===== config.mk =====
export PLATFORM = sky130hd
export DESIGN_NAME = sub_cells_serial
export DESIGN_NICKNAME = d
export VERILOG_FILES = /design/src/rtl/sub_cells_serial.sv
export SDC_FILE = /design/constraint.sdc
export NUM_CORES = 1
export LEC_CHECK = 0
export BUFFER_PORTS_ARGS = -buffer_cell sky130_fd_sc_hd__buf_2
export CAP_MARGIN = 10
export CORE_MARGIN = 3
export CORE_UTILIZATION = 51
export CTS_CLUSTER_SIZE = 24
export DETAILED_ROUTE_END_ITERATION = 10
export GPL_TIMING_DRIVEN = 0
export PLACE_DENSITY_LB_ADDON = 0.1
export SYNTH_ARGS = -nofsm -noshare
export SYNTH_HDL_FRONTEND = slang
export SYNTH_SLANG_ARGS = --single-unit

===== constraint.sdc =====
create_clock -name clk -period 8.6 [get_ports clk]
set_clock_uncertainty 0.1 [all_clocks]
set_input_delay 0.43 -clock clk [delete_from_list [all_inputs] [get_ports clk]]
set_output_delay 0.43 -clock clk [all_outputs]
set_load 0.05 [all_outputs]

===== src/rtl/sub_cells_serial.sv =====
// Serialized QARMA SubCells: substitutes CELLS_PER_CYCLE cells per clock; 16/CPC cycles in RUN, result held in DONE until out_ready.
// Optional macro SUB_CELLS_BACK2BACK_EN lets a new state enter on the same edge the previous result leaves.
// Backpressure: out_ready low in DONE holds out_data stable indefinitely; in_ready is low while busy.
module sub_cells_serial #(
    parameter int          N               = 128,
    parameter logic [63:0] SIGMA           = 64'h0,
    parameter bit          INV             = 1'b0,
    parameter int          CELLS_PER_CYCLE = 1
) (
    input  logic         clk,
    input  logic         rst,
    input  logic         in_valid,
    output logic         in_ready,
    input  logic [N-1:0] in_data,
    output logic         out_valid,
    input  logic         out_ready,
    output logic [N-1:0] out_data,
    output logic         busy
);
    localparam int M   = N / 16;
    localparam int CPC = CELLS_PER_CYCLE;

    if (!(N == 64 || N == 128)) begin : g_bad_n
        $error("sub_cells_serial: N must be 64 or 128");
    end
    if (!(CPC == 1 || CPC == 2 || CPC == 4 || CPC == 8 || CPC == 16)) begin : g_bad_cpc
        $error("sub_cells_serial: CELLS_PER_CYCLE must be 1, 2, 4, 8 or 16");
    end

    typedef enum logic [1:0] {IDLE, RUN, DONE} state_t;

    state_t       state, state_nxt;
    logic [3:0]   cnt;
    logic [N-1:0] sreg;
    logic [M-1:0] sub [CPC];
    logic         last_grp;
    logic         accept;

    function automatic logic [3:0] tab(input logic [3:0] k);
        return SIGMA[63 - 4*k -: 4];
    endfunction

    // 8-bit cells split into even/odd bit planes, each pushed through the 4-bit table.
    function automatic logic [M-1:0] sbox(input logic [M-1:0] v);
        logic [7:0] x;
        logic [7:0] r;
        logic [3:0] lo;
        logic [3:0] hi;
        x = 8'(v);
        r = '0;
        if (M == 4) begin
            r = {4'h0, tab(x[3:0])};
        end else if (!INV) begin
            lo = tab(x[3:0]);
            hi = tab(x[7:4]);
            for (int b = 0; b < 4; b++) begin
                r[2*b]     = lo[b];
                r[2*b + 1] = hi[b];
            end
        end else begin
            lo = tab({x[6], x[4], x[2], x[0]});
            hi = tab({x[7], x[5], x[3], x[1]});
            r  = {hi, lo};
        end
        return r[M-1:0];
    endfunction

    assign last_grp = (cnt == 4'(16 - CPC));
    assign accept   = in_valid && in_ready;
    assign out_data = sreg;

    always_comb begin
        for (int j = 0; j < CPC; j++) begin
            sub[j] = sbox(sreg[(int'(cnt) + j)*M +: M]);
        end
    end

    always_comb begin
        state_nxt = state;
        in_ready  = 1'b0;
        out_valid = 1'b0;
        busy      = 1'b0;
        case (state)
            IDLE: begin
                in_ready = 1'b1;
                if (in_valid) state_nxt = RUN;
            end
            RUN: begin
                busy = 1'b1;
                if (last_grp) state_nxt = DONE;
            end
            DONE: begin
                busy      = 1'b1;
                out_valid = 1'b1;
`ifdef SUB_CELLS_BACK2BACK_EN
                in_ready = out_ready;
                if (out_ready) state_nxt = in_valid ? RUN : IDLE;
`else
                if (out_ready) state_nxt = IDLE;
`endif
            end
            default: state_nxt = IDLE;
        endcase
    end

    always_ff @(posedge clk or posedge rst) begin
        if (rst) begin
            state <= IDLE;
            cnt   <= '0;
            sreg  <= '0;
        end else begin
            state <= state_nxt;
            if (accept) begin
                sreg <= in_data;
                cnt  <= '0;
            end else if (state == RUN) begin
                for (int j = 0; j < CPC; j++) begin
                    sreg[(int'(cnt) + j)*M +: M] <= sub[j];
                end
                cnt <= last_grp ? 4'd0 : cnt + 4'(CPC);
            end
        end
    end
endmodule


After elaboration in Yosys (flattened, before gate mapping)
Cells that the tools add are included.
Storage, ports and cells
  flip-flop bits (word level): 134
  latch bits: 0
  bits in writable memories: 0
  bits in read-only memories: 0
  input port bits: 132
  output and inout bits: 131
  word-level logic and storage cells: 36
  memories kept: 0
Operators by class
  add/subtract/negate cells: 4
  multipliers: 0
  div/mod/pow operators: 0
  magnitude comparators: 0
  equality and inequality tests: 6
  shift-type cells: 5
  mux-type cells: 13
  bitwise operators: 0
  reductions and logical operators: 5
Operators with widths (number)
  128-bit two-way mux: 2
  67-bit by 33-bit variable part select with 4-bit output (first input constant): 2
  128-bit bitwise mux: 1
  8-bit by 33-bit variable shift with 128-bit output (first input constant): 1
  128-bit by 8-bit variable part select with 8-bit output: 1
  8-bit by 33-bit variable part select with 128-bit output: 1
  7-bit negation with 33-bit output: 1
  6-bit by 6-bit subtractor with 7-bit output (first input constant): 2
  4-bit two-way mux: 3
  2-bit two-way mux: 3
  2-bit != test (second input constant): 3
  2-bit case mux with 3 select lines: 1
  4-bit by 1-bit adder with 4-bit output (second input constant): 1
  4-bit equality test (second input constant): 1
  1-bit two-way mux: 3
  3-bit AND reduction: 1
  2-bit by 1-bit equality test with 1-bit output (second input constant): 1
  2-bit equality test (second input constant): 1
  2-bit zero test: 1
  2-bit nonzero test: 1
  2-bit OR reduction: 1
  1-bit logical AND: 1

Longest topological paths before layout
Gate-level depths: netlist (run 1).
  depth after elaboration: 7
  gate-level depth with buffers: 8
  depth with buffers taken out: 5

Least setup slack after synthesis (run 1)
No wires, ideal clock.
  path kind: reg-to-reg
  from: register cnt[0]
  to: register sreg[40], in the netlist out_data[40]
  setup time: 0.166 ns
  arrival time: 2.221 ns
  data required time: 8.334 ns
  slack: 6.113 ns
  cell stages (with the launch flop): 8
  buffers on the path: 2
  period minus slack after synthesis: 2.487 ns
  path through: dfrtp_1 clkbuf_1 inv_1 ha_1 a21bo_2 clkbuf_1 nor4_1 a21oi_1
Between the ends
  cells in the longest elaborated chain, start to end: 7
  elaborated cells between the ends (all ways): 11
  those cells by class: 3 x add/sub; 5 x shift; 3 x mux
Ends and longest elaborated chain
  start: declaration: line 33  | logic [3:0] cnt;
  start signal: assignment: line 120  | cnt <= last_grp ? 4'd0 : cnt + 4'(CPC);
  128-bit by 8-bit variable part select with 8-bit output: line 74  | sub[j] = sbox(sreg[(int'(cnt) + j)*M +: M]);
  6-bit by 6-bit subtractor with 7-bit output: line 40  | return SIGMA[63 - 4*k -: 4];
  67-bit by 33-bit variable part select with 4-bit output: line 40
  8-bit by 33-bit variable part select with 128-bit output: line 118  | sreg[(int'(cnt) + j)*M +: M] <= sub[j];
  128-bit bitwise mux (*): line 118
  128-bit two-way mux (*): line 116  | end else if (state == RUN) begin
  128-bit two-way mux (*): line 113  | if (accept) begin
  end signal: assignment: line 114  | sreg <= in_data;
  end signal: indexed assignment: line 118
  end: declaration: line 34  | logic [N-1:0] sreg;
Mark *: on every way between the ends. The rest lies on a longest branch, timed or not. The select of a mux whose other input is x is not followed.
A chain may end at the register's enable or synchronous reset.

Final worst setup path (run 1)
  from: register cnt[0]
  to: register sreg[33], in the netlist out_data[33]
Same word-level chain as after synthesis.

==> results of run 1 <==
[how the worst max path moves through the flow]
stage | start | end | slack, ns
6_report | cnt[0] | out_data[33] | 5.64
5_1_grt | cnt[0] | out_data[35] | 5.31
4_1_cts | cnt[0] | out_data[44] | 5.46
3_5_place_dp | cnt[0] | out_data[14] | 5.48
3_3_place_gp | rst | out_data[32] | 3.16
2_1_floorplan | rst | cnt[0] | 4.49
[layout make-up]
cell class              count  area, um^2  share of cell area
plain buffers              33         130              0.0165
clock buffers              18         428              0.0543
clock inverters            13         205              0.0260
inverters                   7        31.3             0.00397
multi-input cells         385        2200               0.279
flip-flops and latches    134        3350               0.425
well taps                 136         170              0.0216
repair buffers            267        1360               0.173
[cell families after synthesis]
kind of cell	after synthesis
buffers and inverters	40
flip-flops	134
AND/OR/NAND/NOR	180
multiplexers	57
adder cells (fa/ha/maj)	6
AO/OA/AOI/OAI	139
XOR/XNOR	3
[state kept, by name (all words and copies together) (netlist names)]
| register | cells |
|---|---|
| out_data | 128 |
| cnt | 4 |
| state | 2 |
[stage by stage]
| step | worst slack, ns | util | hold WS, ns | cells |
|---|---|---|---|---|
| detailed placement | 5.48 | 0.682 | 0.412 | 959 |
| CTS | 5.46 | 0.742 | 0.0248 | 991 |
| floorplan | 4.49 | - | 0.397 | 559 |
| global placement | 3.16 | 0.678 | 0.406 | 957 |
| finish | 5.64 | 0.744 | 0.0442 | 993 |
| global route | 5.31 | 0.744 | 0.0284 | 993 |
[layer usage]
layer	up-vias	wire [um]	GRT usage
li1	2489	-	-
met1	2544	6590	0.317
met2	211	8310	0.451
met3	26	1270	0.0821
met4	0	379	0.105
met5	-	0	0
[worst max-delay path: cells and delay by family, from the launching register on]
family	cells	cell delay, ns
buf+inv	3	0.91
fa+ha+maj	1	0.28
simple gates	1	0.23
flops	1	0.39
compound gates	2	0.91
[synthesized netlist by cell type, drive strengths merged]
cell type    n
nand2      147
dfrtp      134
a21oi      129
mux2i       56
clkbuf      24
buf          9
nor4         8
inv          7
nor2         7
ha           6
nor3         4
a2111oi      2
a211oi       2
nand2b       2
nand3        2
nor2b        2
xor2         2
a21bo        1
a21o         1
a41oi        1
and2         1
and4b        1
mux2         1
nand3b       1
nand4b       1
nand4bb      1
nor3b        1
nor4bb       1
o31ai        1
o32a         1
o32ai        1
or3          1
xnor2        1
==> results.sh, run 1 <==
export IMPL_drtIter0Drc=322
export IMPL_ys_types=35
export IMPL_die_h_um=112
export IMPL_worstPathRequired_ns=8.88
export IMPL_most_common_layout_cells="buf_2, nand2_1, dfrtp_1"
export IMPL_mappedNetlistArea_um2=5710
export IMPL_syn_inst=559
export IMPL_grt_pass1_vias=5517
export IMPL_fp_coreArea_um2=10600
export IMPL_grt_max_degree=71
export IMPL_path_cells="clkbuf_1 -> inv_1 -> ha_1 -> nand2b_1 -> a2111oi_2 -> clkbuf_1 -> a21oi_1"
export IMPL_die_x_um=112
export IMPL_rsz0062_at_grt="false"
export IMPL_clock_latency_ns=0.51
export IMPL_final_common_cell="buf_2"
export IMPL_overflow=0
export IMPL_start_util=0.538
export IMPL_finalNetCount=983
export IMPL_final_setup_viol_count=0
export IMPL_yosys_warnings=0
export IMPL_hold_path_cell_count=3
export IMPL_fmax_mhz=337
export IMPL_ant_nets=0
export IMPL_post_cts_buffers=0
export IMPL_final_hold_viol_count=0
export IMPL_viasPerCell=5.31
export IMPL_cts_made_buffers=17
export IMPL_synth_seq_cells=134
export IMPL_status="complete, no violations"
export IMPL_drt_total_wl_mm=16.6
export IMPL_slew_violations=0
export IMPL_syn_nets=697
export IMPL_hold_class="in2reg"
export IMPL_htree_levels=4
export IMPL_track_usage=0.266
export IMPL_relSlewSlack=0.323
export IMPL_slowest_stage="a2111oi_2"
export IMPL_path_clk_slew_ns=0.06
export IMPL_max_cap_violations=0
export IMPL_critPathMostFrequentCell="clkbuf_1"
export IMPL_numClockSinks=134
export IMPL_die_area_um2=12500
export IMPL_dr_pass1_iters=4
export IMPL_criticalPathCategory="reg2reg"
export IMPL_yosys_area_top_type_share=0.588
export IMPL_hold_buffers=1
export IMPL_slowest_delay_ns=0.78
export IMPL_row_count=37
export IMPL_root_buffer="clkbuf_8"
export IMPL_synthMuxAreaShare=0.100
export IMPL_cts_tree="yes"
export IMPL_port_buffers=262
export IMPL_fin_tns_setup_ns=0
export IMPL_synth_simple_gate_area_frac=0.137
export IMPL_ctsResizeCount=0
export IMPL_period_needed_ns=2.96
export IMPL_synthAdderAreaFrac=0.0132
export IMPL_cts_path_max_buffers=2
export IMPL_io_pins=263
export IMPL_critPathArrivalTime_ns=3.24
export IMPL_r2r_end="out_data[33]"
export IMPL_hold_end="out_data[56]"
export IMPL_timing_rr_start="cnt[0]"
export IMPL_post_route_period_util=0.345
export IMPL_dp_hpwl_mm=12.4
export IMPL_final_area_um2=7890
export IMPL_syn_to_final_growth_pct=38.2
export IMPL_ff2ff_setup_slack_ns=5.64
export IMPL_synth_compound_area_share=0.130
export IMPL_final_layout_size_suffix_gt1_frac=0.365
export IMPL_n_antenna_cell=0
export IMPL_fillers=792
export IMPL_avgSynthCellArea_um2=10.2
export IMPL_reg2reg_depth=7
export IMPL_gp_congestion=0.854
export IMPL_vias=5270
export IMPL_synth_area_leaders="dfrtp_1, a21oi_1, mux2i_1"
export IMPL_seq_area_frac_synth=0.588
export IMPL_min_from="in_data[56]"
export IMPL_grt_pass1_wl_mm=26.6
export IMPL_synth_top_area_cell="dfrtp_1"
export IMPL_wl_per_cell_um=16.7
export IMPL_endpoint_kind="flop"
export IMPL_synth_top_family_by_area="simple AND/OR/NAND/NOR gates"
export IMPL_worst_pin_slew_ns=1.01
export IMPL_drc=0
export IMPL_synth_xor_area_frac=0.00460
export IMPL_crit_fanout=10
export IMPL_dpl_cell_area_um2=7230
export IMPL_antenna_found_initial=0
export IMPL_startpoint_type="flop"
Power of run 1 is not shown: default switching activity piles up to over one toggle a cycle in this logic, so the estimate is an artifact.
==> run 2, diff against run 1 <==
- CORE_UTILIZATION: 51 -> 47
- clock period: 8.6 -> 3 ns (I/O delays scaled with it)
==> results.sh, run 2 (synthesized netlist as in run 1, its figures left out) <==
export IMPL_root_buffer="clkbuf_16"
export IMPL_criticalPathCategory="reg2reg"
export IMPL_p_comb_frac=0.571
export IMPL_gp_congestion=0.861
export IMPL_grt_max_degree=45
export IMPL_final_setup_viol_count=0
export IMPL_sequentialPowerShare=0.274
export IMPL_cts_path_max_buffers=2
export IMPL_power_density_nw_per_um2=1270
export IMPL_place_ws_ns=-0.152
export IMPL_io_pins=263
export IMPL_period_needed_ns=2.75
export IMPL_fin_cells=1127
export IMPL_startpoint_type="flop"
export IMPL_viasPerCell=5.16
export IMPL_drt_total_wl_mm=18.8
export IMPL_dp_hpwl_mm=12.6
export IMPL_fmax_mhz=363
export IMPL_drtIter0Drc=380
export IMPL_leakage_uw=0.00453
export IMPL_peakVddDrop_mv=0.938
export IMPL_path_cells="clkbuf_2 -> inv_1 -> ha_1 -> nand2b_1 -> a2111oi_4 -> clkbuf_1 -> a21oi_1"
export IMPL_n_antenna_cell=0
export IMPL_rsz0062_at_grt="false"
export IMPL_fp_coreArea_um2=11700
export IMPL_htree_levels=4
export IMPL_layout_setup_ws_ns=0.246
export IMPL_die_h_um=116
export IMPL_clock_latency_ns=0.40
export IMPL_power_total_uw=11600
export IMPL_syn_to_final_growth_pct=59.7
export IMPL_relSlewSlack=0.330
export IMPL_power_frac_clock=0.155
export IMPL_worst_hold_slack_ns=0.145
export IMPL_min_from="out_ready"
export IMPL_drc=0
export IMPL_dp_cells=968
export IMPL_endpoint_kind="flop"
export IMPL_status="complete, no violations"
export IMPL_grt_pass1_vias=6033
export IMPL_slowest_delay_ns=0.59
export IMPL_vias=5816
export IMPL_die_area_um2=13500
export IMPL_path_clk_slew_ns=0.06
export IMPL_numClockSinks=134
export IMPL_slowest_stage="a2111oi_4"
export IMPL_cts_made_buffers=17
export IMPL_internal_power_uw=5340
export IMPL_dr_pass1_iters=5
export IMPL_final_layout_size_suffix_gt1_frac=0.320
export IMPL_slew_violations=0
export IMPL_critPathArrivalTime_ns=2.91
export IMPL_post_cts_buffers=0
export IMPL_ant_nets=0
export IMPL_hold_class="in2reg"
export IMPL_critPathLaunch="cnt[0]"
export IMPL_row_count=39
export IMPL_finalNetCount=1112
export IMPL_largest_reg_flops=128
export IMPL_wl_per_cell_um=16.7
export IMPL_switching_share=0.539
export IMPL_overflow=0
export IMPL_dpl_cell_area_um2=7270
export IMPL_most_common_layout_cells="buf_2, nand2_1, dfrtp_1"
export IMPL_final_hold_viol_count=0
export IMPL_grt_pass1_wl_mm=29.3
export IMPL_worstPathRequired_ns=3.16
export IMPL_netSwitchingPower_uw=6240
export IMPL_track_usage=0.279
export IMPL_final_area_um2=9110
export IMPL_port_buffers=262
export IMPL_antenna_found_initial=0
export IMPL_worst_pin_slew_ns=0.999
export IMPL_cts_tree="yes"
export IMPL_final_common_cell="buf_2"
export IMPL_post_route_period_util=0.918
export IMPL_crit_fanout=10
export IMPL_die_x_um=116
export IMPL_timing_rr_start="cnt[0]"
export IMPL_start_util=0.489
export IMPL_max_cap_violations=0
==> run 2: changes by cell type in the layout (fill, tap and decap cells not counted), moves of 2 or more <==
cell / delta
dlygate4sd3_1: +128
bufinv_16: -5
buf_12: +3
a2111oi_2: -2
a2111oi_4: +2
clkbuf_2: +2
clkinvlp_4: +2
==> run 2: power groups by stage <==
| stage | logic [uW] | clock network [uW] | registers [uW] |
|---|---|---|---|
| after floorplan | 1820 | 0 | 6130 |
| after global routing | 7010 | 1900 | 3270 |
| after detailed placement | 6390 | 0 | 3170 |
| final | 6610 | 1790 | 3180 |
| after global placement | 6260 | 0 | 3130 |
| after CTS | 6550 | 1820 | 3160 |
==> run 2: layer usage <==
metal | wire length, um | vias to the layer above | GRT usage
li1 | - | 2739 | -
met1 | 7420 | 2801 | 0.323
met2 | 9790 | 241 | 0.501
met3 | 1150 | 35 | 0.0653
met4 | 442 | 0 | 0.108
met5 | 0 | - | 0
==> run 2: critical path, delay by kind of cell, from the launching register on <==
kind            cells  cell delay (ns)
buf+inv             3             0.79
compound gates      2             0.77
flops               1             0.40
fa+ha+maj           1             0.27
simple gates        1             0.27
==> run 2: what timing repair did <==
item                                    in CTS  in global routing
gates cloned                                 0                  0
endpoints found under the setup margin      25                 52
gates resized for setup                      2                  8
hold buffers                               129                  0
endpoints found under the hold margin      148                  0
pin swaps                                    0                  0
==> run 2: cell type report <==
class                           count  area [um^2]
Sequential cell                   134         3350
Clock buffer                       20          447
Inverter                            7         30.0
Clock inverter                      9         58.8
Multi-Input combinational cell    385         2240
Buffer                             33          133
Timing Repair Buffer              396         2670
Fill cell                         730         2550
Tap cell                          143          179
==> run 2: stage by stage <==
| step | TNS, ns | util |
|---|---|---|
| CTS | -0.101 | 0.778 |
| floorplan | 0 | - |
| detailed placement | -2.12 | 0.623 |
| finish | 0 | 0.782 |
| global route | 0 | 0.782 |
| global placement | -0.378 | 0.617 |
==> run 2: worst paths after layout <==
path                                endpoint  slack [ns]  cells past startpoint
worst max-delay path            out_data[54]        0.25                      7
worst min-delay path                state[1]        0.15                      3
worst max register to register  out_data[54]        0.25                      7
worst min register to register  out_data[59]        0.42                      2
max in group asynchronous       out_data[95]        1.93                      4
min in group asynchronous       out_data[69]        0.25                      3
No activity file was read; power rests on OpenSTA's default activity.
